File: config.mk
export PLATFORM = sky130hd
export DESIGN_NAME = clk_div_scheduler
export DESIGN_NICKNAME = d
export VERILOG_FILES = /design/src/rtl/clk_div_scheduler.sv
export SDC_FILE = /design/constraint.sdc
export NUM_CORES = 1
export LEC_CHECK = 0
export BUFFER_PORTS_ARGS = -buffer_cell sky130_fd_sc_hd__buf_4
export CAP_MARGIN = 25
export CELL_PAD_IN_SITES_DETAIL_PLACEMENT = 1
export CELL_PAD_IN_SITES_GLOBAL_PLACEMENT = 2
export CORE_ASPECT_RATIO = 0.7
export CORE_UTILIZATION = 42
export DETAILED_ROUTE_END_ITERATION = 12
export GPL_TIMING_DRIVEN = 0
export PLACE_DENSITY = 0.84
export REMOVE_ABC_BUFFERS = 1
export SYNTH_ARGS = -nofsm -noshare
export SYNTH_HDL_FRONTEND = slang
export SYNTH_SLANG_ARGS = --single-unit
File: constraint.sdc
create_clock -name clk -period 8.1 [get_ports clk]
set_input_delay 0.405 -clock clk [delete_from_list [all_inputs] [get_ports clk]]
set_output_delay 0.405 -clock clk [all_outputs]
set_load 0.005 [all_outputs]
File: src/rtl/clk_div_scheduler.sv
// Shared prescaler that feeds N_CH power-of-two clock dividers and tick enables.
// Channels are retuned one at a time, and a change only lands on a period boundary.
module clk_div_scheduler #(
   parameter  int CNT_W   = 14,
   parameter  int N_CH    = 4,
   parameter  int SHIFT_W = 4,
   localparam int CH_W    = (N_CH > 1) ? $clog2(N_CH) : 1
) (
   input  logic               clk,
   input  logic               rst,
   input  logic               cfg_valid,
   output logic               cfg_ready,
   input  logic [CH_W-1:0]    cfg_ch,
   input  logic [SHIFT_W-1:0] cfg_shift,
   input  logic               cfg_en,
   output logic [N_CH-1:0]    div_clk,
   output logic [N_CH-1:0]    tick,
   output logic               busy
);

   typedef enum logic [0:0] {
      IDLE    = 1'b0,
      PENDING = 1'b1
   } state_e;

   state_e             state_q;
   logic               ready_q;
   logic               busy_q;
   logic [CH_W-1:0]    pend_ch_q;
   logic [SHIFT_W-1:0] pend_shift_q;
   logic               pend_en_q;

   logic [CNT_W-1:0]   cnt_q, cnt_d;
   logic [N_CH-1:0]    en_q, en_d;
   logic [N_CH-1:0]    armed_q, armed_d;
   logic [N_CH-1:0]    div_q, div_d;
   logic [N_CH-1:0]    tick_q, tick_d;
   logic [SHIFT_W-1:0] shift_q [N_CH];
   logic [SHIFT_W-1:0] shift_d [N_CH];

   logic [N_CH-1:0]    bnd_old;
   logic               bnd_new;
   logic               apply;

   // Low s bits of the counter all ones: last cycle of a 2^s period.
   function automatic logic at_boundary(input logic [CNT_W-1:0]   q,
                                        input logic [SHIFT_W-1:0] s);
      logic [CNT_W-1:0] mask;
      mask = ~({CNT_W{1'b1}} << s);
      return (q & mask) == mask;
   endfunction

   function automatic logic phase_bit(input logic [CNT_W-1:0]   q,
                                      input logic [SHIFT_W-1:0] s);
      logic [CNT_W-1:0] shifted;
      shifted = q >> (s - SHIFT_W'(1));
      return shifted[0];
   endfunction

   function automatic logic [SHIFT_W-1:0] clamp_shift(input logic [SHIFT_W-1:0] s);
      if (s == '0)
         return SHIFT_W'(1);
      else if (s > SHIFT_W'(CNT_W))
         return SHIFT_W'(CNT_W);
      else
         return s;
   endfunction

   always_comb begin
      // NOTE: every signal written here gets a default first, so no path can infer a latch.
      cnt_d   = cnt_q + CNT_W'(1);
      bnd_old = '0;
      en_d    = en_q;
      shift_d = shift_q;
      tick_d  = '0;
      div_d   = '0;

      for (int i = 0; i < N_CH; i++) begin
         bnd_old[i] = at_boundary(cnt_q, shift_q[i]);
         tick_d[i]  = en_q[i] & armed_q[i] & bnd_old[i];
         div_d[i]   = en_q[i] & armed_q[i] & phase_bit(cnt_q, shift_q[i]);
      end
      armed_d = armed_q | bnd_old;

      bnd_new = at_boundary(cnt_q, pend_shift_q);
      apply   = (state_q == PENDING) && (!en_q[pend_ch_q] || bnd_old[pend_ch_q]);

      // The outputs above still close out the old period; only the settings switch over.
      if (apply) begin
         en_d[pend_ch_q]    = pend_en_q;
         shift_d[pend_ch_q] = pend_shift_q;
         armed_d[pend_ch_q] = bnd_new;
      end
   end

   // NOTE: sequential state uses non-blocking assignments only, so every register samples pre-edge values.
   always_ff @(posedge clk or posedge rst) begin
      if (rst) begin
         cnt_q   <= '0;
         en_q    <= '0;
         armed_q <= '0;
         div_q   <= '0;
         tick_q  <= '0;
         for (int i = 0; i < N_CH; i++)
            shift_q[i] <= SHIFT_W'(CNT_W);
      end else begin
         cnt_q   <= cnt_d;
         en_q    <= en_d;
         armed_q <= armed_d;
         div_q   <= div_d;
         tick_q  <= tick_d;
         shift_q <= shift_d;
      end
   end

   always_ff @(posedge clk or posedge rst) begin
      if (rst) begin
         state_q      <= IDLE;
         ready_q      <= 1'b1;
         busy_q       <= 1'b0;
         pend_ch_q    <= '0;
         pend_shift_q <= SHIFT_W'(CNT_W);
         pend_en_q    <= 1'b0;
      end else begin
         case (state_q)
            IDLE: begin
               if (cfg_valid && ready_q) begin
                  pend_ch_q    <= cfg_ch;
                  pend_shift_q <= clamp_shift(cfg_shift);
                  pend_en_q    <= cfg_en;
                  state_q      <= PENDING;
                  ready_q      <= 1'b0;
                  busy_q       <= 1'b1;
               end
            end
            PENDING: begin
               if (apply) begin
                  state_q <= IDLE;
                  ready_q <= 1'b1;
                  busy_q  <= 1'b0;
               end
            end
            default: begin
               state_q <= IDLE;
               ready_q <= 1'b1;
               busy_q  <= 1'b0;
            end
         endcase
      end
   end

   assign cfg_ready = ready_q;
   assign busy      = busy_q;
   assign div_clk   = div_q;
   assign tick      = tick_q;

endmodule

# --- Word-level counts from Yosys, hierarchy flattened ---
# Index checks and enable logic that the tools add are counted.
totals:
  out_inout_bits: 10
  ff_bits: 56
  wordCells: 98
op_classes:
  bitwise_logic: 25
  muxes: 23
  shifts: 9
  n_eq_ne: 7
  add_sub_neg: 5
  magnitude_cmp: 5
  reduce_logical: 9
ops:
  columns: ["cell", "n"]
  rows:
  - ["$and 14x14->14", 5]
  - ["$eq 14x14->1", 5]
  - ["$not 14->14", 5]
  - ["$shl 14x4->14 const A", 5]
  - ["$shr 14x4->1", 4]
  - ["$bwmux 16", 1]
  - ["$mux 4", 4]
  - ["$sub 4x1->4 const B", 4]
  - ["$add 14x1->14 const B", 1]
  - ["$and 1x1->1", 12]
  - ["$mux 1", 9]
  - ["$bwmux 4", 2]
  - ["$demux 4 s2", 1]
  - ["$pmux 1 s2", 3]
  - ["$bmux 1 s2", 2]
  - ["$gt 4x4->1 const B", 1]
  - ["$logic_and 1x1->1", 4]
  - ["$logic_not 4->1", 1]
  - ["$or 4x4->4", 1]
  - ["$reduce_and 2->1", 2]
  - ["$ge 3x3->1 const B", 1]
  - ["$lt 2x3->1 const B", 1]
  - ["$lt 3x1->1 const B", 1]
  - ["$not 2->3", 1]
  - ["other kinds (7)", 7]

# --- Longest topological paths before layout ---
# Gate-level depths: netlist (run 1).
logic_depth:
  ltp_word: 10
  mapped_depth: 11
  ltp_nobuf: 10

# --- Worst setup path before layout (run 1) ---
# No wires, ideal clock.
synth_timing:
  path_type: "flip-flop to flip-flop"
  startpoint: "register shift_q[12] (netlist bit)"
  endpoint: "register en_q[0]"
  n_path_buf: 1
  slack_ps: 5417
  arrival_time_ps: 2558
  period_less_slack_ps: 2683
  required_ps: 7975
  stages_incl_launch_ff: 12
  setup_ps: 125
  path_cell_list: "dfrtp_1 -> clkbuf_1 -> inv_1 -> ha_1 -> inv_1 -> ha_1 -> nor2_1 -> o2bb2ai_1 -> nor4_1 -> nand3_2 -> a2111oi_4 -> mux2_2"
synth_via:
  elab_chain_cells: 8
synth_lines:
  columns: ["item", "line_no", "text"]
  rows:
  - ["start: declaration", "38", "logic [SHIFT_W-1:0] shift_q [N_CH];"]
  - ["start signal: indexed assignment", "105", "shift_q[i] <= SHIFT_W'(CNT_W);"]
  - ["start signal: assignment", "112", "shift_q <= shift_d;"]
  - ["$shl 14x4->14 *", "49", "mask = ~({CNT_W{1'b1}} << s);"]
  - ["$not 14->14 *", "49", null]
  - ["$and 14x14->14", "50", "return (q & mask) == mask;"]
  - ["$eq 14x14->1 *", "50", null]
  - ["$bmux 1 s2 *", "86", "apply = (state_q == PENDING) && (!en_q[pend_ch_q] || bnd_old[pend_ch_q]);"]
  - ["$mux 1 (implied by the code) *", "86", null]
  - ["$logic_or 1x1->1 *", "86", null]
  - ["$logic_and 1x1->1 *", "86", null]
  - ["end signal: assignment", "108", "en_q <= en_d;"]
  - ["end: declaration", "34", "logic [N_CH-1:0] en_q, en_d;"]
# Mark *: on every way between the ends. The rest lies on a longest branch, timed or not. The select of a mux whose other input is x is not followed.
# A chain may end at the register's enable or synchronous reset.

# --- Worst setup path in the final report (run 1) ---
layout_timing:
  startpoint: "register shift_q[12] (netlist bit)"
  endpoint: "register shift_q[12] (netlist bit)"
layout_via:
  elab_chain_cells: 8
  word_cells_on_any_way: 9
  cone_classes: "1 x eq/ne; 1 x shift; 3 x mux; 2 x bitwise; 2 x reduce/logical"
layout_lines:
  columns: ["item", "line_no"]
  rows:
  - ["$shl 14x4->14", "49"]
  - ["$not 14->14", "49"]
  - ["$and 14x14->14", "50"]
  - ["$eq 14x14->1", "50"]
  - ["$bmux 1 s2", "86"]
  - ["$mux 1 (implied by the code)", "86"]
  - ["$logic_or 1x1->1", "86"]
  - ["$logic_and 1x1->1", "86"]
# Several ways; a longest one is shown, not always the timed one. The select of a mux whose other input is x is not followed.

==> results of run 1 <==
==> worst max path at each step <==
stage	slack, ns	cells after the start	start	to
CTS	5.09	10	shift_q[12]	shift_q[12]
global placement	5.20	10	shift_q[12]	en_q[0]
finish	5.06	10	shift_q[12]	shift_q[12]
global route	4.81	9	shift_q[0]	shift_q[0]
floorplan	5.50	10	shift_q[12]	en_q[0]
detailed placement	5.13	10	shift_q[12]	shift_q[12]
==> where the power goes <==
group / leakage, nW / total [W] / switching [W] / internal, W
clock: 0.0871 / 0.000262 / 0.000107 / 0.000155
combinational: 0.985 / 0.000621 / 0.000298 / 0.000323
sequential: 0.672 / 0.000560 / 0.000165 / 0.000395
total: 1.74 / 0.00144 / 0.000570 / 0.000873
==> sequential cells by signal (all words and copies together), names as in the netlist <==
register      count
shift_q          16
cnt_q            14
armed_q           4
div_clk           4
en_q              4
pend_shift_q      4
tick              4
pend_ch_q         2
busy              1
cfg_ready         1
pend_en_q         1
state_q           1
==> synth_stat cells (2+ instances only) <==
| cell type | instances | area (µm²) |
|---|---|---|
| sky130_fd_sc_hd__mux4_1 | 8 | 210 |
| sky130_fd_sc_hd__nor3_1 | 11 | 55.1 |
| sky130_fd_sc_hd__nor4_1 | 3 | 18.8 |
| sky130_fd_sc_hd__nor2b_1 | 12 | 75.1 |
| sky130_fd_sc_hd__nand3_1 | 8 | 40.0 |
| sky130_fd_sc_hd__o22ai_1 | 11 | 68.8 |
| sky130_fd_sc_hd__o21ai_0 | 9 | 45.0 |
| sky130_fd_sc_hd__xor2_1 | 6 | 52.6 |
| sky130_fd_sc_hd__and3_1 | 2 | 12.5 |
| sky130_fd_sc_hd__a31oi_1 | 2 | 12.5 |
| sky130_fd_sc_hd__dfrtp_1 | 40 | 1000 |
| sky130_fd_sc_hd__mux4_2 | 9 | 203 |
| sky130_fd_sc_hd__mux2_2 | 22 | 248 |
| sky130_fd_sc_hd__inv_1 | 29 | 109 |
| sky130_fd_sc_hd__nand2b_1 | 7 | 43.8 |
| sky130_fd_sc_hd__a22oi_1 | 5 | 37.5 |
| sky130_fd_sc_hd__buf_4 | 2 | 15.0 |
| sky130_fd_sc_hd__o221ai_1 | 2 | 17.5 |
| sky130_fd_sc_hd__a21oi_1 | 11 | 55.1 |
| sky130_fd_sc_hd__o21bai_1 | 3 | 22.5 |
| sky130_fd_sc_hd__and2_1 | 2 | 12.5 |
| sky130_fd_sc_hd__o41ai_1 | 3 | 26.3 |
| sky130_fd_sc_hd__nor2_1 | 22 | 82.6 |
| sky130_fd_sc_hd__nand2_1 | 22 | 82.6 |
| sky130_fd_sc_hd__nand4b_1 | 2 | 17.5 |
| sky130_fd_sc_hd__ha_1 | 17 | 213 |
| sky130_fd_sc_hd__xnor2_1 | 10 | 87.6 |
| sky130_fd_sc_hd__a21o_1 | 2 | 15.0 |
| sky130_fd_sc_hd__a32oi_1 | 2 | 17.5 |
| sky130_fd_sc_hd__nand4_1 | 2 | 12.5 |
| sky130_fd_sc_hd__dfstp_2 | 16 | 420 |
| sky130_fd_sc_hd__clkbuf_1 | 19 | 71.3 |
| sky130_fd_sc_hd__a221oi_1 | 2 | 17.5 |
| sky130_fd_sc_hd__mux2i_1 | 9 | 90.1 |
| sky130_fd_sc_hd__buf_2 | 2 | 10.0 |
==> layer usage <==
layer / vias to the layer above / share of wire / GRT usage / wire [µm]
met1: 1440 / 0.47 / 0.350 / 4870
met4: 0 / 0.013 / 0.0649 / 138
met3: 12 / 0.059 / 0.0358 / 609
met2: 87 / 0.46 / 0.370 / 4750
met5: - / 0 / 0 / 0
li1: 1296 / - / - / -
==> cell type report <==
| cell class | instances | area (µm²) | share of cell area |
|---|---|---|---|
| multi-input combinational | 247 | 2100 | 0.509 |
| sequential | 56 | 1420 | 0.344 |
| inverter | 30 | 113 | 0.0272 |
| timing repair buffer | 20 | 170 | 0.0411 |
| clock buffer | 6 | 139 | 0.0336 |
| tap | 120 | 150 | 0.0363 |
| clock inverter | 2 | 38.8 | 0.00938 |
==> cell families (layout without fill, tap and decap cells) <==
logic type,Yosys count,count (layout)
adder cells (fa/ha/maj),17,17
AO/OA/AOI/OAI,66,66
multiplexers,48,48
flip-flops,56,56
buffers and inverters,54,58
AND/OR/NAND/NOR,100,100
XOR/XNOR,16,16
==> layout by cell type (no fill, tap or decap), types with 5 or more instances in the layout <==
cell                        count
sky130_fd_sc_hd__a21oi_1       11
sky130_fd_sc_hd__a22oi_1        5
sky130_fd_sc_hd__buf_4         19
sky130_fd_sc_hd__clkbuf_16      5
sky130_fd_sc_hd__dfrtp_1       40
sky130_fd_sc_hd__dfstp_2       16
sky130_fd_sc_hd__ha_1          17
sky130_fd_sc_hd__inv_1         28
sky130_fd_sc_hd__mux2_2        22
sky130_fd_sc_hd__mux2i_1        9
sky130_fd_sc_hd__mux4_1         8
sky130_fd_sc_hd__mux4_2         9
sky130_fd_sc_hd__nand2_1       22
sky130_fd_sc_hd__nand2b_1       7
sky130_fd_sc_hd__nand3_1        8
sky130_fd_sc_hd__nor2_1        22
sky130_fd_sc_hd__nor2b_1       12
sky130_fd_sc_hd__nor3_1        11
sky130_fd_sc_hd__o21ai_0        9
sky130_fd_sc_hd__o22ai_1       11
sky130_fd_sc_hd__xnor2_1       10
sky130_fd_sc_hd__xor2_1         6
==> worst max-delay path: stages, from the launching register on <==
cell                        delay, ns
sky130_fd_sc_hd__dfrtp_1         0.51
sky130_fd_sc_hd__inv_1           0.11
sky130_fd_sc_hd__ha_1            0.18
sky130_fd_sc_hd__inv_1           0.05
sky130_fd_sc_hd__ha_1            0.19
sky130_fd_sc_hd__nor2_1          0.09
sky130_fd_sc_hd__o2bb2ai_1       0.07
sky130_fd_sc_hd__nor4_1          0.45
sky130_fd_sc_hd__nand3_2         0.22
sky130_fd_sc_hd__a2111oi_4       0.63
sky130_fd_sc_hd__mux2_2          0.41
==> through the flow <==
stage,util,instances
floorplan,-,333
global placement,0.460,472
detailed placement,0.463,473
CTS,0.484,481
global route,0.484,481
finish,0.484,481
==> impl_metrics.sql, run 1 <==
INSERT INTO impl_metrics (metric_group, metric, value, unit) VALUES
('detailed_routing', 'drc', '0', ''),
('place', 'detailedPlacementHpwl', '7330', 'µm'),
('global_routing', 'grt.overflow.total', '0', ''),
('sta', 'timing.clock.skew', '0.00746', 'ns'),
('place', 'port_buffer_count', '19', ''),
('clocking', 'cts.reportedPaths.clkPinSlew', '0.07', 'ns'),
('logic_synthesis', 'synth_area', '3740', 'µm²'),
('clocking', 'cts-buffers-inserted', '5', ''),
('logic_synthesis', 'synthXorXnorAreaFrac', '0.0374', ''),
('logic_synthesis', 'count_of_flip_flops_with_a_built_in_enable_after_synthesis', '0', ''),
('sta', 'rsz0062_at_grt', 'false', ''),
('cells_and_area', 'drive_gt1_frac', '0.235', ''),
('sta', 'finalSetupViolCount', '0', ''),
('sta', 'final_hold_viol_count', '0', ''),
('logic_synthesis', 'synth.area.mux_share', '0.200', ''),
('logic_synthesis', 'yosysSeqAreaShare', '0.380', ''),
('worst_setup_path', 'worstReg2RegEnd', 'shift_q[12]', ''),
('clocking', 'number_of_h_tree_levels', '2', ''),
('logic_synthesis', 'synthAdderAreaFrac', '0.0568', ''),
('sta', 'maxClockFrequency', '329', 'MHz'),
('power', 'power.leakage', '1.74', 'nW'),
('run_status', 'outcome', 'complete, no violations', ''),
('clocking', 'cts_tree', 'built', ''),
('sta', 'worstMarginPinSlew', '0.760', 'ns'),
('logic_synthesis', 'synth_area_per_cell', '10.5', 'µm²'),
('global_routing', 'grt_first_pass_wirelength', '16300', 'µm'),
('die', 'dieWidth', '115', 'µm'),
('detailed_routing', 'first_pass_iters', '4', ''),
('global_routing', 'number_of_antenna_violations_at_the_first_check_in_global_routing', '0', ''),
('cells_and_area', 'final_area', '4140', 'µm²'),
('detailed_routing', 'ant_nets', '0', ''),
('power', 'power_per_cell_area', '349', 'nW/µm²'),
('sta', 'slew-limit-headroom', '0.493', ''),
('worst_setup_path', 'worstSetupStartpointType', 'flip-flop', ''),
('place', 'placed_area', '3960', 'µm²'),
('die', 'core.rowCount', '28', ''),
('clocking', 'clock_tree.buffer_depth', '2', ''),
('power', 'totalPowerFinal', '0.00144', 'W'),
('detailed_routing', 'drt_iter0_drc', '126', ''),
('place', 'gp_routability_congestion', '0.832', ''),
('logic_synthesis', 'synth-simple-area-share', '0.136', ''),
('detailed_routing', 'per_cell_via_count_in_the_routed_design', '5.89', ''),
('worst_setup_path', 'reg2reg_from', 'shift_q[12]', ''),
('logic_synthesis', 'synth_warnings', '0', ''),
('clocking', 'cts.hold.buffers_added', '0', ''),
('cells_and_area', 'fin_nets', '387', ''),
('logic_synthesis', 'synth-compound-area-share', '0.131', ''),
('global_routing', 'maximum_number_of_pins_on_one_net_before_global_route_repair', '34', ''),
('logic_synthesis', 'postSynth.topFlopCell', 'sky130_fd_sc_hd__dfrtp_1', ''),
('place', 'dp_slack', '5.13', 'ns'),
('clocking', 'cts_post_setup_buffers_inserted', '0', ''),
('detailed_routing', 'aggregate_routed_wire_length', '10400', 'µm'),
('cells_and_area', 'area.growth.synth_to_final', '10.4', '%'),
('worst_setup_path', 'ff2ff_setup_slack', '5.06', 'ns'),
('cells_and_area', 'insertedDiodeCount', '0', ''),
('clocking', 'cts_sinks', '56', ''),
('worst_setup_path', 'cp.arrival', '3.23', 'ns'),
('die', 'die_h', '81', 'µm'),
('logic_synthesis', 'async_set_reset_flop_share_out_of_synthesis', '1.00', ''),
('cells_and_area', 'fillerInstances', '957', ''),
('sta', 'final_period_minus_worst_setup_slack', '3.04', 'ns'),
('logic_synthesis', 'synth_seq_cells', '56', ''),
('worst_setup_path', 'worst_ep_required_time', '8.29', 'ns'),
('clocking', 'cts.repair.resized', '0', ''),
('detailed_routing', 'wl_per_cell', '21.6', 'µm'),
('die', 'io-pin-count', '20', ''),
('sta', 'setup_ws', '5.06', 'ns'),
('power', 'worst_vdd_rail_ir_drop', '0.000180', 'V'),
('global_routing', 'overall_global_routing_resource_usage', '0.239', ''),
('clocking', 'clkLatencyLatePin', '0.30', 'ns'),
('logic_synthesis', 'synth.lib_cells_used.distinct', '58', '');
Note: power is estimated with default switching activity, not from simulation.
==> run 2: changes to the inputs <==
Settings changed: CORE_UTILIZATION 42 to 41, PLACE_DENSITY 0.84 to 0.82.
Clock period 8.1 ns to 2.9 ns, I/O delays scaled along.
==> impl_metrics.sql, run 2 (synthesized netlist as in run 1, its figures left out) <==
INSERT INTO impl_metrics (metric_group, metric, value, unit) VALUES
('run_status', 'outcome', 'finished, violations left', ''),
('run_status', 'failed_checks', 'negative hold slack', ''),
('worst_setup_path', 'timing.setup.critical_path_class', 'reg2reg', ''),
('worst_setup_path', 'cp.arrival', '2.97', 'ns'),
('clocking', 'cts.reportedPaths.clkPinSlew', '0.07', 'ns'),
('worst_setup_path', 'worst_ep_required_time', '3.10', 'ns'),
('power', 'power_per_cell_area', '954', 'nW/µm²'),
('clocking', 'clockRootBuffer', 'sky130_fd_sc_hd__clkbuf_16', ''),
('cells_and_area', 'layoutNonFillerInstCount', '487', ''),
('global_routing', 'globalRoute.busiestLayer', 'met2', ''),
('detailed_routing', 'drt_iter0_drc', '118', ''),
('power', 'worst_vdd_rail_ir_drop', '0.000432', 'V'),
('worst_setup_path', 'crit_path_cell_trace', 'inv_1, ha_1, inv_1, ha_1, nor2b_1, o41ai_2, nand3_2, a211oi_4, buf_4, mux2_2', ''),
('global_routing', 'first_global_vias', '3025', ''),
('place', 'gp_routability_congestion', '0.807', ''),
('cells_and_area', 'area_taken_by_multi_input_logic_gates', '2140', 'µm²'),
('worst_hold_path', 'worst_hold_path_type', 'in2async', ''),
('clocking', 'cts_sinks', '56', ''),
('sta', 'slew-limit-headroom', '0.487', ''),
('worst_setup_path', 'end_kind', 'flip-flop', ''),
('clocking', 'cts_tree', 'built', ''),
('global_routing', 'maximum_number_of_pins_on_one_net_before_global_route_repair', '35', ''),
('detailed_routing', 'first_pass_iters', '4', ''),
('global_routing', 'overall_global_routing_resource_usage', '0.248', ''),
('detailed_routing', 'wl_per_cell', '21.9', 'µm'),
('die', 'core.rowCount', '28', ''),
('place', 'placedCellCount', '473', ''),
('cells_and_area', 'final_cell_mix', 'sky130_fd_sc_hd__dfrtp_1 (38), sky130_fd_sc_hd__inv_1 (28), sky130_fd_sc_hd__buf_4 (25)', ''),
('cells_and_area', 'seqCellArea', '1420', 'µm²'),
('die', 'floorplan.core_area', '8650', 'µm²'),
('detailed_routing', 'vias_after_detailed_routing', '2877', ''),
('clocking', 'cts.hold.buffers_added', '0', ''),
('worst_setup_path', 'worstSetupStartpointType', 'flip-flop', ''),
('die', 'dieWidth', '116', 'µm'),
('die', 'die_h', '82.0', 'µm'),
('cells_and_area', 'largest_register_ff_count', '16', ''),
('cells_and_area', 'area.growth.synth_to_final', '12.0', '%'),
('cells_and_area', 'largest_register', 'shift_q', ''),
('sta', 'timing_max_transition_violations_final', '0', ''),
('power', 'power.leakage', '1.77', 'nW'),
('worst_setup_path', 'crit_fanout', '8', ''),
('global_routing', 'gr-usage-met3', '0.0435', ''),
('worst_setup_path', 'cp_slowest_cell', 'sky130_fd_sc_hd__dfrtp_1', ''),
('detailed_routing', 'aggregate_routed_wire_length', '10700', 'µm'),
('global_routing', 'number_of_antenna_violations_at_the_first_check_in_global_routing', '0', ''),
('cells_and_area', 'reg.largest.list', 'shift_q (16), cnt_q (14)', ''),
('sta', 'final_hold_viol_count', '24', ''),
('sta', 'final_critical_path_share_of_the_clock_period', '0.955', ''),
('detailed_routing', 'per_cell_via_count_in_the_routed_design', '5.91', ''),
('place', 'port_buffer_count', '19', ''),
('place', 'detailedPlacementHpwl', '7400', 'µm'),
('cells_and_area', 'fin_nets', '393', ''),
('clocking', 'clock_tree.buffer_depth', '2', ''),
('global_routing', 'grt.overflow.total', '0', ''),
('sta', 'finalSetupViolCount', '0', ''),
('worst_setup_path', 'ff2ff_setup_slack', '0.13', 'ns'),
('clocking', 'cts-buffers-inserted', '5', ''),
('cells_and_area', 'insertedDiodeCount', '0', ''),
('die', 'io-pin-count', '20', ''),
('die', 'initial_core_util', '0.433', ''),
('global_routing', 'grt_first_pass_wirelength', '17000', 'µm'),
('detailed_routing', 'drc', '0', ''),
('cells_and_area', 'drive_gt1_frac', '0.262', ''),
('detailed_routing', 'ant_nets', '0', ''),
('clocking', 'number_of_h_tree_levels', '2', ''),
('sta', 'timing.clock.skew', '0.00393', 'ns'),
('worst_setup_path', 'slowest_delay', '0.51', 'ns'),
('cells_and_area', 'mostFrequentLayoutCell', 'sky130_fd_sc_hd__dfrtp_1', ''),
('global_routing', 'groute.layer.met2.usage', '0.387', ''),
('sta', 'final_period_minus_worst_setup_slack', '2.77', 'ns'),
('clocking', 'clkLatencyLatePin', '0.31', 'ns'),
('sta', 'worstMarginPinSlew', '0.768', 'ns'),
('die', 'dieArea', '9530', 'µm²'),
('global_routing', 'grt_util_met1', '0.347', ''),
('sta', 'maxClockFrequency', '361', 'MHz'),
('sta', 'hold_ws', '-0.0187', 'ns'),
('cells_and_area', 'fillerInstances', '953', ''),
('run', 'timing.max_cap.violations', '0', ''),
('sta', 'rsz0062_at_grt', 'true', '');
==> run 2: layer usage <==
layer / routed length (µm) / share of wire
met5: 0 / 0
met4: 147 / 0.014
met3: 389 / 0.036
met2: 4880 / 0.46
met1: 5270 / 0.49
==> run 2: critical path, delay by kind of cell (launching register included) <==
| kind | cells | cell delay [ns] |
|---|---|---|
| AO/OA/AOI/OAI | 2 | 0.71 |
| adder cells (fa/ha/maj) | 2 | 0.39 |
| buffers and inverters | 3 | 0.37 |
| flip-flops | 1 | 0.51 |
| multiplexers | 1 | 0.34 |
| AND/OR/NAND/NOR | 2 | 0.36 |
==> run 2: cell type report <==
cell class,instances,share of cell area
inverters,30,0.0269
multi-input cells,247,0.510
well taps,120,0.0358
clock inverters,2,0.00328
clock buffers,6,0.0331
repair buffers,26,0.0513
flip-flops and latches,56,0.340
==> run 2: worst paths after layout <==
path,startpoint,to,depth (start not counted)
worst max-delay path,shift_q[0],shift_q[0],10
worst min-delay path,rst,tick[3],2
worst max register to register,shift_q[0],shift_q[0],10
worst min register to register,state_q,busy,1
max in group asynchronous,rst,shift_q[5],3
min in group clk,cfg_en,pend_en_q,2
==> run 2: stage by stage <==
stage               total power [W]  worst slack, ns  cell area (µm²)  utilization  setup TNS, ns
floorplan                   0.00275            0.300             3640            -              0
global placement            0.00320          -0.0465             3930        0.454         -0.105
detailed placement          0.00328           -0.215             3960        0.457         -0.902
CTS                         0.00397           0.0684             4150        0.480              0
global route                0.00429          -0.0310             4190        0.485        -0.0310
finish                      0.00400            0.130             4190        0.485              0
==> run 2: what timing repair did <==
action	in CTS	in global routing
setup endpoints to repair	10	13
gates resized for setup	2	5
setup buffers	4	2
pin swaps	3	2
==> run 2: power by group <==
| part | switching [W] | internal (W) |
|---|---|---|
| combinational | 0.000860 | 0.000930 |
| clock | 0.000304 | 0.000347 |
| sequential | 0.000455 | 0.00111 |
